<file path="src/rtl/cpu_pipe_pkg.sv">
// Shared encodings for the 5-stage core's pipeline sequencing and hazard control.
package cpu_pipe_pkg;

  localparam int DEF_REG_AW = 4;

  localparam logic [1:0] FWD_REG = 2'b00;
  localparam logic [1:0] FWD_MEM = 2'b01;
  localparam logic [1:0] FWD_WB  = 2'b10;

  typedef enum logic [1:0] {
    ST_RUN   = 2'd0,
    ST_DRAIN = 2'd1,
    ST_STOP  = 2'd2
  } halt_state_e;

endpackage

</file>
<file path="src/rtl/fwd_select.sv">
// EX operand bypass select for one source operand; MEM result wins over WB.
module fwd_select
  import cpu_pipe_pkg::*;
#(
  parameter int REG_AW   = DEF_REG_AW,
  parameter int ZERO_REG = 1
) (
  input  logic [REG_AW-1:0] src,
  input  logic              use_src,
  input  logic              mem_valid,
  input  logic              mem_rw,
  input  logic [REG_AW-1:0] mem_rd,
  input  logic              wb_valid,
  input  logic              wb_rw,
  input  logic [REG_AW-1:0] wb_rd,
  output logic [1:0]        sel
);

  localparam logic              ZR = (ZERO_REG != 0);
  localparam logic [REG_AW-1:0] RZ = '0;

  logic mem_hit_s;
  logic wb_hit_s;

  // A stage supplies the operand only if it really writes the register being read
  assign mem_hit_s = mem_valid & mem_rw & use_src & (mem_rd == src) & ~(ZR & (mem_rd == RZ));
  assign wb_hit_s  = wb_valid  & wb_rw  & use_src & (wb_rd  == src) & ~(ZR & (wb_rd  == RZ));

  // Priority encode the two bypass sources
  always_comb begin
    sel = FWD_REG;
    if (mem_hit_s) begin
      sel = FWD_MEM;
    end else if (wb_hit_s) begin
      sel = FWD_WB;
    end else begin
      sel = FWD_REG;
    end
  end

endmodule

</file>
<file path="src/rtl/pipe_hazard_ctrl.sv">
// Pipeline sequencing and hazard control: stage shadows, stalls, bubbles,
// flushes, multi-cycle EX hold and the drain-then-stop halt sequence.
module pipe_hazard_ctrl
  import cpu_pipe_pkg::*;
#(
  parameter int REG_AW   = DEF_REG_AW,
  parameter int EX_LAT   = 3,
  parameter int ZERO_REG = 1
) (
  input  logic              clk,
  input  logic              rst,
  input  logic              id_valid,
  input  logic [REG_AW-1:0] id_rs1,
  input  logic [REG_AW-1:0] id_rs2,
  input  logic              id_use_rs1,
  input  logic              id_use_rs2,
  input  logic [REG_AW-1:0] id_rd,
  input  logic              id_reg_write,
  input  logic              id_mem_read,
  input  logic              id_multi,
  input  logic              id_halt,
  input  logic              br_taken,
  output logic              pc_en,
  output logic              ifid_en,
  output logic              ifid_flush,
  output logic              idex_bubble,
  output logic              ex_hold,
  output logic              mem_bubble,
  output logic [1:0]        fwd_a,
  output logic [1:0]        fwd_b,
  output logic              halted,
  output logic [2:0]        stage_valid
);

  localparam logic              ZR      = (ZERO_REG != 0);
  localparam logic [REG_AW-1:0] RZ      = '0;
  localparam logic [3:0]        EX_LOAD = 4'(EX_LAT - 1);

  logic              ex_valid_r, ex_use1_r, ex_use2_r, ex_rw_r, ex_mr_r, ex_multi_r;
  logic [REG_AW-1:0] ex_rs1_r, ex_rs2_r, ex_rd_r;
  logic              mem_valid_r, mem_rw_r, wb_valid_r, wb_rw_r;
  logic [REG_AW-1:0] mem_rd_r, wb_rd_r;
  logic [3:0]        ex_cnt_r;
  halt_state_e       state_r;

  logic hold_s, lu_s, halt_go_s, ex_load_s;

  // Hazard detection from registered EX state and the instruction sitting in ID
  always_comb begin
    hold_s = ex_valid_r & ex_multi_r & (ex_cnt_r != 4'd0);
    lu_s   = 1'b0;
    if (ex_valid_r && ex_mr_r && !(ZR && (ex_rd_r == RZ))) begin
      lu_s = (id_use_rs1 & (id_rs1 == ex_rd_r)) | (id_use_rs2 & (id_rs2 == ex_rd_r));
    end else begin
      lu_s = 1'b0;
    end
    halt_go_s = (state_r == ST_RUN) & id_valid & id_halt & ~br_taken & ~hold_s & ~lu_s;
  end

  // Enable/bubble generation; branch beats hold beats load-use beats halt drain
  always_comb begin
    pc_en       = 1'b0;
    ifid_en     = 1'b0;
    ifid_flush  = 1'b0;
    idex_bubble = 1'b0;
    ex_hold     = 1'b0;
    mem_bubble  = 1'b0;
    ex_load_s   = 1'b0;
    if (state_r == ST_STOP) begin
      ex_load_s = 1'b0;
    end else if ((state_r == ST_RUN) && br_taken) begin
      pc_en       = 1'b1;
      ifid_en     = 1'b1;
      ifid_flush  = 1'b1;
      idex_bubble = 1'b1;
    end else if (hold_s) begin
      ex_hold    = 1'b1;
      mem_bubble = 1'b1;
    end else if (lu_s || halt_go_s || (state_r == ST_DRAIN)) begin
      // The accepted halt never occupies EX, so only older work has to drain
      idex_bubble = 1'b1;
    end else begin
      pc_en     = 1'b1;
      ifid_en   = 1'b1;
      ex_load_s = 1'b1;
    end
  end

  // Shadow pipeline and multi-cycle EX counter
  always_ff @(posedge clk) begin
    if (!rst) begin
      ex_valid_r  <= 1'b0;
      ex_rs1_r    <= RZ;
      ex_rs2_r    <= RZ;
      ex_use1_r   <= 1'b0;
      ex_use2_r   <= 1'b0;
      ex_rd_r     <= RZ;
      ex_rw_r     <= 1'b0;
      ex_mr_r     <= 1'b0;
      ex_multi_r  <= 1'b0;
      ex_cnt_r    <= 4'd0;
      mem_valid_r <= 1'b0;
      mem_rd_r    <= RZ;
      mem_rw_r    <= 1'b0;
      wb_valid_r  <= 1'b0;
      wb_rd_r     <= RZ;
      wb_rw_r     <= 1'b0;
    end else begin
      wb_valid_r <= mem_valid_r;
      wb_rd_r    <= mem_rd_r;
      wb_rw_r    <= mem_rw_r;
      if (hold_s) begin
        ex_cnt_r    <= ex_cnt_r - 4'd1;
        mem_valid_r <= 1'b0;
      end else begin
        mem_valid_r <= ex_valid_r;
        mem_rd_r    <= ex_rd_r;
        mem_rw_r    <= ex_rw_r;
        if (ex_load_s) begin
          ex_valid_r <= id_valid;
          ex_rs1_r   <= id_rs1;
          ex_rs2_r   <= id_rs2;
          ex_use1_r  <= id_use_rs1;
          ex_use2_r  <= id_use_rs2;
          ex_rd_r    <= id_rd;
          ex_rw_r    <= id_reg_write;
          ex_mr_r    <= id_mem_read;
          ex_multi_r <= id_multi;
          ex_cnt_r   <= (id_valid && id_multi) ? EX_LOAD : 4'd0;
        end else begin
          ex_valid_r <= 1'b0;
          ex_cnt_r   <= 4'd0;
        end
      end
    end
  end

  // Halt sequencer: stop only once every older instruction has left WB
  always_ff @(posedge clk) begin
    if (!rst) begin
      state_r <= ST_RUN;
    end else begin
      case (state_r)
        ST_RUN: begin
          if (halt_go_s) begin
            state_r <= ST_DRAIN;
          end else begin
            state_r <= ST_RUN;
          end
        end
        ST_DRAIN: begin
          if (!ex_valid_r && !mem_valid_r && !wb_valid_r) begin
            state_r <= ST_STOP;
          end else begin
            state_r <= ST_DRAIN;
          end
        end
        ST_STOP: state_r <= ST_STOP;
        default: state_r <= ST_RUN;
      endcase
    end
  end

  assign halted      = (state_r == ST_STOP);
  assign stage_valid = {wb_valid_r, mem_valid_r, ex_valid_r};

  fwd_select #(.REG_AW(REG_AW), .ZERO_REG(ZERO_REG)) u_fwd_a (
    .src(ex_rs1_r), .use_src(ex_use1_r),
    .mem_valid(mem_valid_r), .mem_rw(mem_rw_r), .mem_rd(mem_rd_r),
    .wb_valid(wb_valid_r), .wb_rw(wb_rw_r), .wb_rd(wb_rd_r),
    .sel(fwd_a)
  );

  fwd_select #(.REG_AW(REG_AW), .ZERO_REG(ZERO_REG)) u_fwd_b (
    .src(ex_rs2_r), .use_src(ex_use2_r),
    .mem_valid(mem_valid_r), .mem_rw(mem_rw_r), .mem_rd(mem_rd_r),
    .wb_valid(wb_valid_r), .wb_rw(wb_rw_r), .wb_rd(wb_rd_r),
    .sel(fwd_b)
  );

endmodule

</file>
<file path="config.mk">
export PLATFORM = sky130hd
export DESIGN_NAME = pipe_hazard_ctrl
export DESIGN_NICKNAME = d
export VERILOG_FILES = /design/src/rtl/cpu_pipe_pkg.sv /design/src/rtl/fwd_select.sv /design/src/rtl/pipe_hazard_ctrl.sv
export SDC_FILE = /design/constraint.sdc
export NUM_CORES = 1
export LEC_CHECK = 0
export BUFFER_PORTS_ARGS = -buffer_cell sky130_fd_sc_hd__buf_4
export CAP_MARGIN = 20
export CORE_ASPECT_RATIO = 2
export CORE_UTILIZATION = 38
export CTS_CLUSTER_DIAMETER = 100
export DETAILED_ROUTE_END_ITERATION = 10
export MAX_ROUTING_LAYER = met4
export SYNTH_ARGS = -nofsm -noshare
export SYNTH_HDL_FRONTEND = slang
export SYNTH_SLANG_ARGS = --single-unit
</file>
<file path="constraint.sdc">
create_clock -name clk -period 4.84 [get_ports clk]
set_input_delay 0.242 -clock clk [delete_from_list [all_inputs] [get_ports clk]]
set_output_delay 0.242 -clock clk [all_outputs]
set_load 0.005 [all_outputs]
</file>
# == Yosys cells after proc, flatten, opt, wreduce, memory -nomap -nowiden ==
# Index checks and enable logic that the tools add are counted.
# word_totals
reg_bits,36
latchBits,0
ramBits,0
rom_bits,0
inputBits,22
out_inout_bits,14
wordCells,102
mem_count,0
# classes
n_addsub,1
n_mul,0
div_mod_pow,0
n_lt_le_gt_ge,0
n_eq_ne,8
n_shift,0
muxes,27
n_bitwise,30
reduce_logical,19
# ops
op,n
== test 4 bit,6
bitwise AND 1 bit,23
2-to-1 mux 1 bit,18
2-to-1 mux 2 bit,7
zero test 4 bit,3
logical AND 1 bit,6
NOT 1 bit,6
one-hot mux 2 bit (3 select lines),1
zero test 1 bit,4
2-to-1 mux 4 bit,1
nonzero test 4 bit,1
"subtractor 4 x 1 -> 4 bit, second input constant",1
"== test 2 x 1 -> 1 bit, second input constant",1
"== test 2 bit, second input constant",1
zero test 2 bit,1
logical OR 1 bit,2
AND reduction 2 bit,1
OR reduction 2 bit,1
OR 1 bit,1

# == Logic depth before layout (Yosys ltp) ==
# logic_depth
word_depth,14
ltp_mapped,9
ltp_nobuf,7

# == By module ==
# A second synthesis with hierarchy kept.
# hier_totals
hier_cells,214
hier_area_um2,1901.8
# by_module_without_submodules
mod,n_inst,cells_each,area_each_um2,seq_area_each_um2
pipe_hazard_ctrl,1,174,1604.0,720.7
fwd_select,2,20,148.9,0.0

# == Least setup slack after synthesis ==
# Ideal clock, no wire load.
# synth_path
path_type,flip-flop to output port
startpoint,reg ex_cnt_r[0]
endpoint,out pc_en
arrival_ns,1.649
t_required_ns,4.598
path_slack_ns,2.949
stages_incl_launch_ff,10
path_buffers,2
cell_sequence,dfxtp_1 -> inv_1 -> ha_1 -> inv_1 -> o311ai_4 -> buf_4 -> o21ai_0 -> a21o_1 -> a21oi_1 -> buf_4
# synth_via
elab_chain_len,11
# synth_lines
element,line,text
"start, declared",pipe_hazard_ctrl.sv:43,logic [3:0] ex_cnt_r;
"start signal, assigned",pipe_hazard_ctrl.sv:113,ex_cnt_r <= ex_cnt_r - 4'd1;
"start signal, assigned",pipe_hazard_ctrl.sv:129,ex_cnt_r <= (id_valid && id_multi) ? EX_LOAD : 4'd0;
nonzero test 4 bit *,pipe_hazard_ctrl.sv:50,hold_s = ex_valid_r & ex_multi_r & (ex_cnt_r != 4'd0);
bitwise AND 1 bit *,pipe_hazard_ctrl.sv:50,
NOT 1 bit (no line),-,
bitwise AND 1 bit (2 in a row),pipe_hazard_ctrl.sv:57,halt_go_s = (state_r == ST_RUN) & id_valid & id_halt & ~br_taken & ~hold_s & ~lu_s;
logical OR 1 bit (2 in a row),pipe_hazard_ctrl.sv:79,end else if (lu_s || halt_go_s || (state_r == ST_DRAIN)) begin
2-to-1 mux 1 bit,-,
2-to-1 mux 1 bit * (3 in a row),-,
"end, declared",pipe_hazard_ctrl.sv:23,"output logic pc_en,"
# Every way passes the cells marked *; elsewhere a longest branch is shown, timed or not.

# == Worst setup path after layout ==
# layout_path
startpoint,reg ex_cnt_r[0]
endpoint,out ifid_en
# layout_via
elab_chain_len,11
# layout_lines
element,line,text
nonzero test 4 bit *,pipe_hazard_ctrl.sv:50,
bitwise AND 1 bit *,pipe_hazard_ctrl.sv:50,
NOT 1 bit (no line),-,
bitwise AND 1 bit (2 in a row),pipe_hazard_ctrl.sv:57,
logical OR 1 bit (2 in a row),pipe_hazard_ctrl.sv:79,
2-to-1 mux 1 bit,pipe_hazard_ctrl.sv:79,
2-to-1 mux 1 bit *,pipe_hazard_ctrl.sv:76,end else if (hold_s) begin
2-to-1 mux 1 bit *,pipe_hazard_ctrl.sv:71,end else if ((state_r == ST_RUN) && br_taken) begin
2-to-1 mux 1 bit *,pipe_hazard_ctrl.sv:69,if (state_r == ST_STOP) begin
"end, declared",pipe_hazard_ctrl.sv:24,"output logic ifid_en,"
# Marks and branches as above.

==> results.md <==
* # DRC at 0
* Avg WL per Cell at 14.00 um
* Remaining antenna violation count at 0
* Global-route usage over all layers at 17.88%
* Worst-path maximum fanout at 12
* Synth Area per Inst at 8.992 um^2
* Clock Skew at 0.01033 ns
* Setup total negative slack at 0 ns
* Hold_buf cts at 0
* PD cells at 321.6 mW/mm^2
* Seq/Total Area, Yosys at 38.35%
* Largest net degree at the start of global routing at 52
* Synth Register Bits at 36
* ANT cells at 0
* Final Worst Setup Slack at 2.372 ns
* Worst slew margin at 51.19%
* Hold_ws at 0.1974 ns
* Clock slew at reported path FFs at 0.08 ns
* Final core utilization at 47.69%
* Filler Cells Inserted at 476
* Yosys cell types at 35
* 1st-iter DRT viols at 19
* Clk_lat worst skew at 0.29 ns
* Area occupied by multi-input gates at 0.001030 mm^2
* CTS-repair resized insts at 0
* Fmax achieved at 405.1 MHz
* Dpl hpwl at 3.131 mm
* Outcome: complete, no violations
* Register area at 720.7 um^2
* FFs w/ async S/R, synth at 0%
* Final nets at 259
* DR pass1 iterations at 4
* Antenna violations before repair at 0
* Synth Cell Area at 0.001879 mm^2
* Clk sinks at 36
* # setup viols final at 0
* Max Root-Sink Buffers at 2
* CTS root buf: clkbuf_8
* Via count at 1484
* Syn Inst Count at 209
* Worst EP arrival at 2.23 ns
* Detailed Route WL at 4.087 mm
* Starting density of the core at 40.11%
* CTS tree: built
* Placeable Area at 0.004686 mm^2
* Hold Path Class: input pin to register
* Max cap viols at 0
* Pre-CTS WS at 2.448 ns
* Number of setup buffers added after CTS at 0
* Synth Flop Type: dfxtp_1
* Crit Path Category: register to output pin
* Commonest non-fill, non-tap cell in the layout: nand2_1
* Share of layout cells above drive strength 1 at 21.10%
* Vias in the first global route at 1438
* Syn Nets at 232
* Layout area overhead at 18.91%
* Ys Warns at 0
* H-tree depth at 2
* Leading cell types in the layout, fill and taps excluded: nand2_1, dfxtp_1, buf_4
* Port Buffers at 35
* GRT overflow at 0
* EDFF count, synth at 0
* Worst-margin pin slew at 0.7306 ns
* Worst Path Required at 4.60 ns
* RSZ-0062 raised after global routing: no
* Final period util at 51.00%
* # IOs at 36
* TritonCTS Buffers at 5
* Max VDD drop at 0.1949 mV
* Die height at 101.5 um
* Row cnt at 35
* CP Capture Type: output pin
* Fin. Hold Viols at 0
* Avg Vias per Cell at 5.082
* Pins Over Slew Limit at 0
* Minimum clock period at 2.468 ns
* Overall die width at 51.73 um
* First-pass GRT wire length at 6.637 mm
* DIE AREA at 0.005248 mm^2
* Critical Path Source Type: register
* Final Wtd Congestion at 0.7141
* Leakage at 1.039 nW
[area by class of cell]
type                       instances  area share, %
inverter                           7          1.176
timing repair buffer              35          11.76
multi-input combinational        151          46.08
sequential                        36          32.25
clock buffer                       7          4.311
tap                               55          3.080
clock inverter                     1          1.344
[state kept, by name, summed over array words and instances (netlist names)]
signal and flops:
ex_multi_r 1, ex_cnt_r 4, wb_rd_r 4, ex_rs2_r 4
ex_mr_r 1, ex_rs1_r 4, mem_rd_r 4, ex_rw_r 1
wb_rw_r 1, state_r 2, mem_rw_r 1, mem_valid_r 1
ex_rd_r 4, ex_valid_r 1, ex_use1_r 1, ex_use2_r 1
wb_valid_r 1
[final timing paths]
check                            startpoint     endpoint  slack [ns]  cells after the start
worst max-delay path            ex_cnt_r[0]      ifid_en        2.37                      8
worst min-delay path               id_rd[0]   ex_rd_r[0]        0.20                      3
worst max register to register  ex_cnt_r[0]  ex_rs2_r[3]        2.47                      7
worst min register to register  ex_cnt_r[0]  ex_cnt_r[0]        0.44                      1
[kinds of logic (layout without fill, tap and decap cells)]
logic type	after synthesis	after routing	synth area share, %
and+or+nand+nor	85	85	21.97
muxes	22	22	11.72
xor gates and xnor gates	26	26	12.12
DFF	36	36	38.35
buffers and inverters	22	50	6.857
AOI/OAI and AO/OA	17	17	8.323
adders and majority gates	1	1	0.6657
[report_power, final]
group / leakage (nW) / switching [mW] / internal [mW]
clock: 0.0645 / 0.107 / 0.182
sequential: 0.294 / 0.0209 / 0.312
combinational: 0.681 / 0.0451 / 0.0519
total: 1.04 / 0.173 / 0.546
[worst max-delay path, cell delays in order (launching register included)]
cell      delay, ns
dfxtp_1        0.32
inv_1          0.06
ha_1           0.17
inv_1          0.08
o311ai_4       0.56
o21ai_0        0.19
a21o_1         0.23
a21oi_1        0.19
buf_4          0.14
[cells in the mapped netlist, types with 5 or more instances]
cell,n,area [um^2]
inv_1,6,22.52
nor2b_1,6,37.54
xor2_1,12,105.1
nand2_1,40,150.1
nand3_1,7,35.03
and2_1,6,37.54
mux2i_1,22,220.2
buf_4,8,60.06
xnor2_1,14,122.6
clkbuf_1,6,22.52
nor4_1,5,31.28
dfxtp_1,36,720.7
nor2_1,7,26.28
[layer usage]
layer	share of wire (%)	routed length, um	global-route usage (%)	up-vias
met5	0	0	-	-
met4	2.6	108	10.60	0
met3	3.6	149	2.853	7
met2	56	2296	32.77	35
met1	37	1532	16.59	690
li1	-	-	-	752
[metrics by stage]
stage / power (mW) / std cells / instance area [um^2]
after global placement: 0.4372 / 284 / 2108
after CTS: 0.7296 / 292 / 2235
final: 0.7187 / 292 / 2235
after global routing: 0.7485 / 292 / 2235
after floorplan: 0.4065 / 209 / 1879
after detailed placement: 0.4393 / 284 / 2108
No activity file was read; power rests on OpenSTA's default activity.
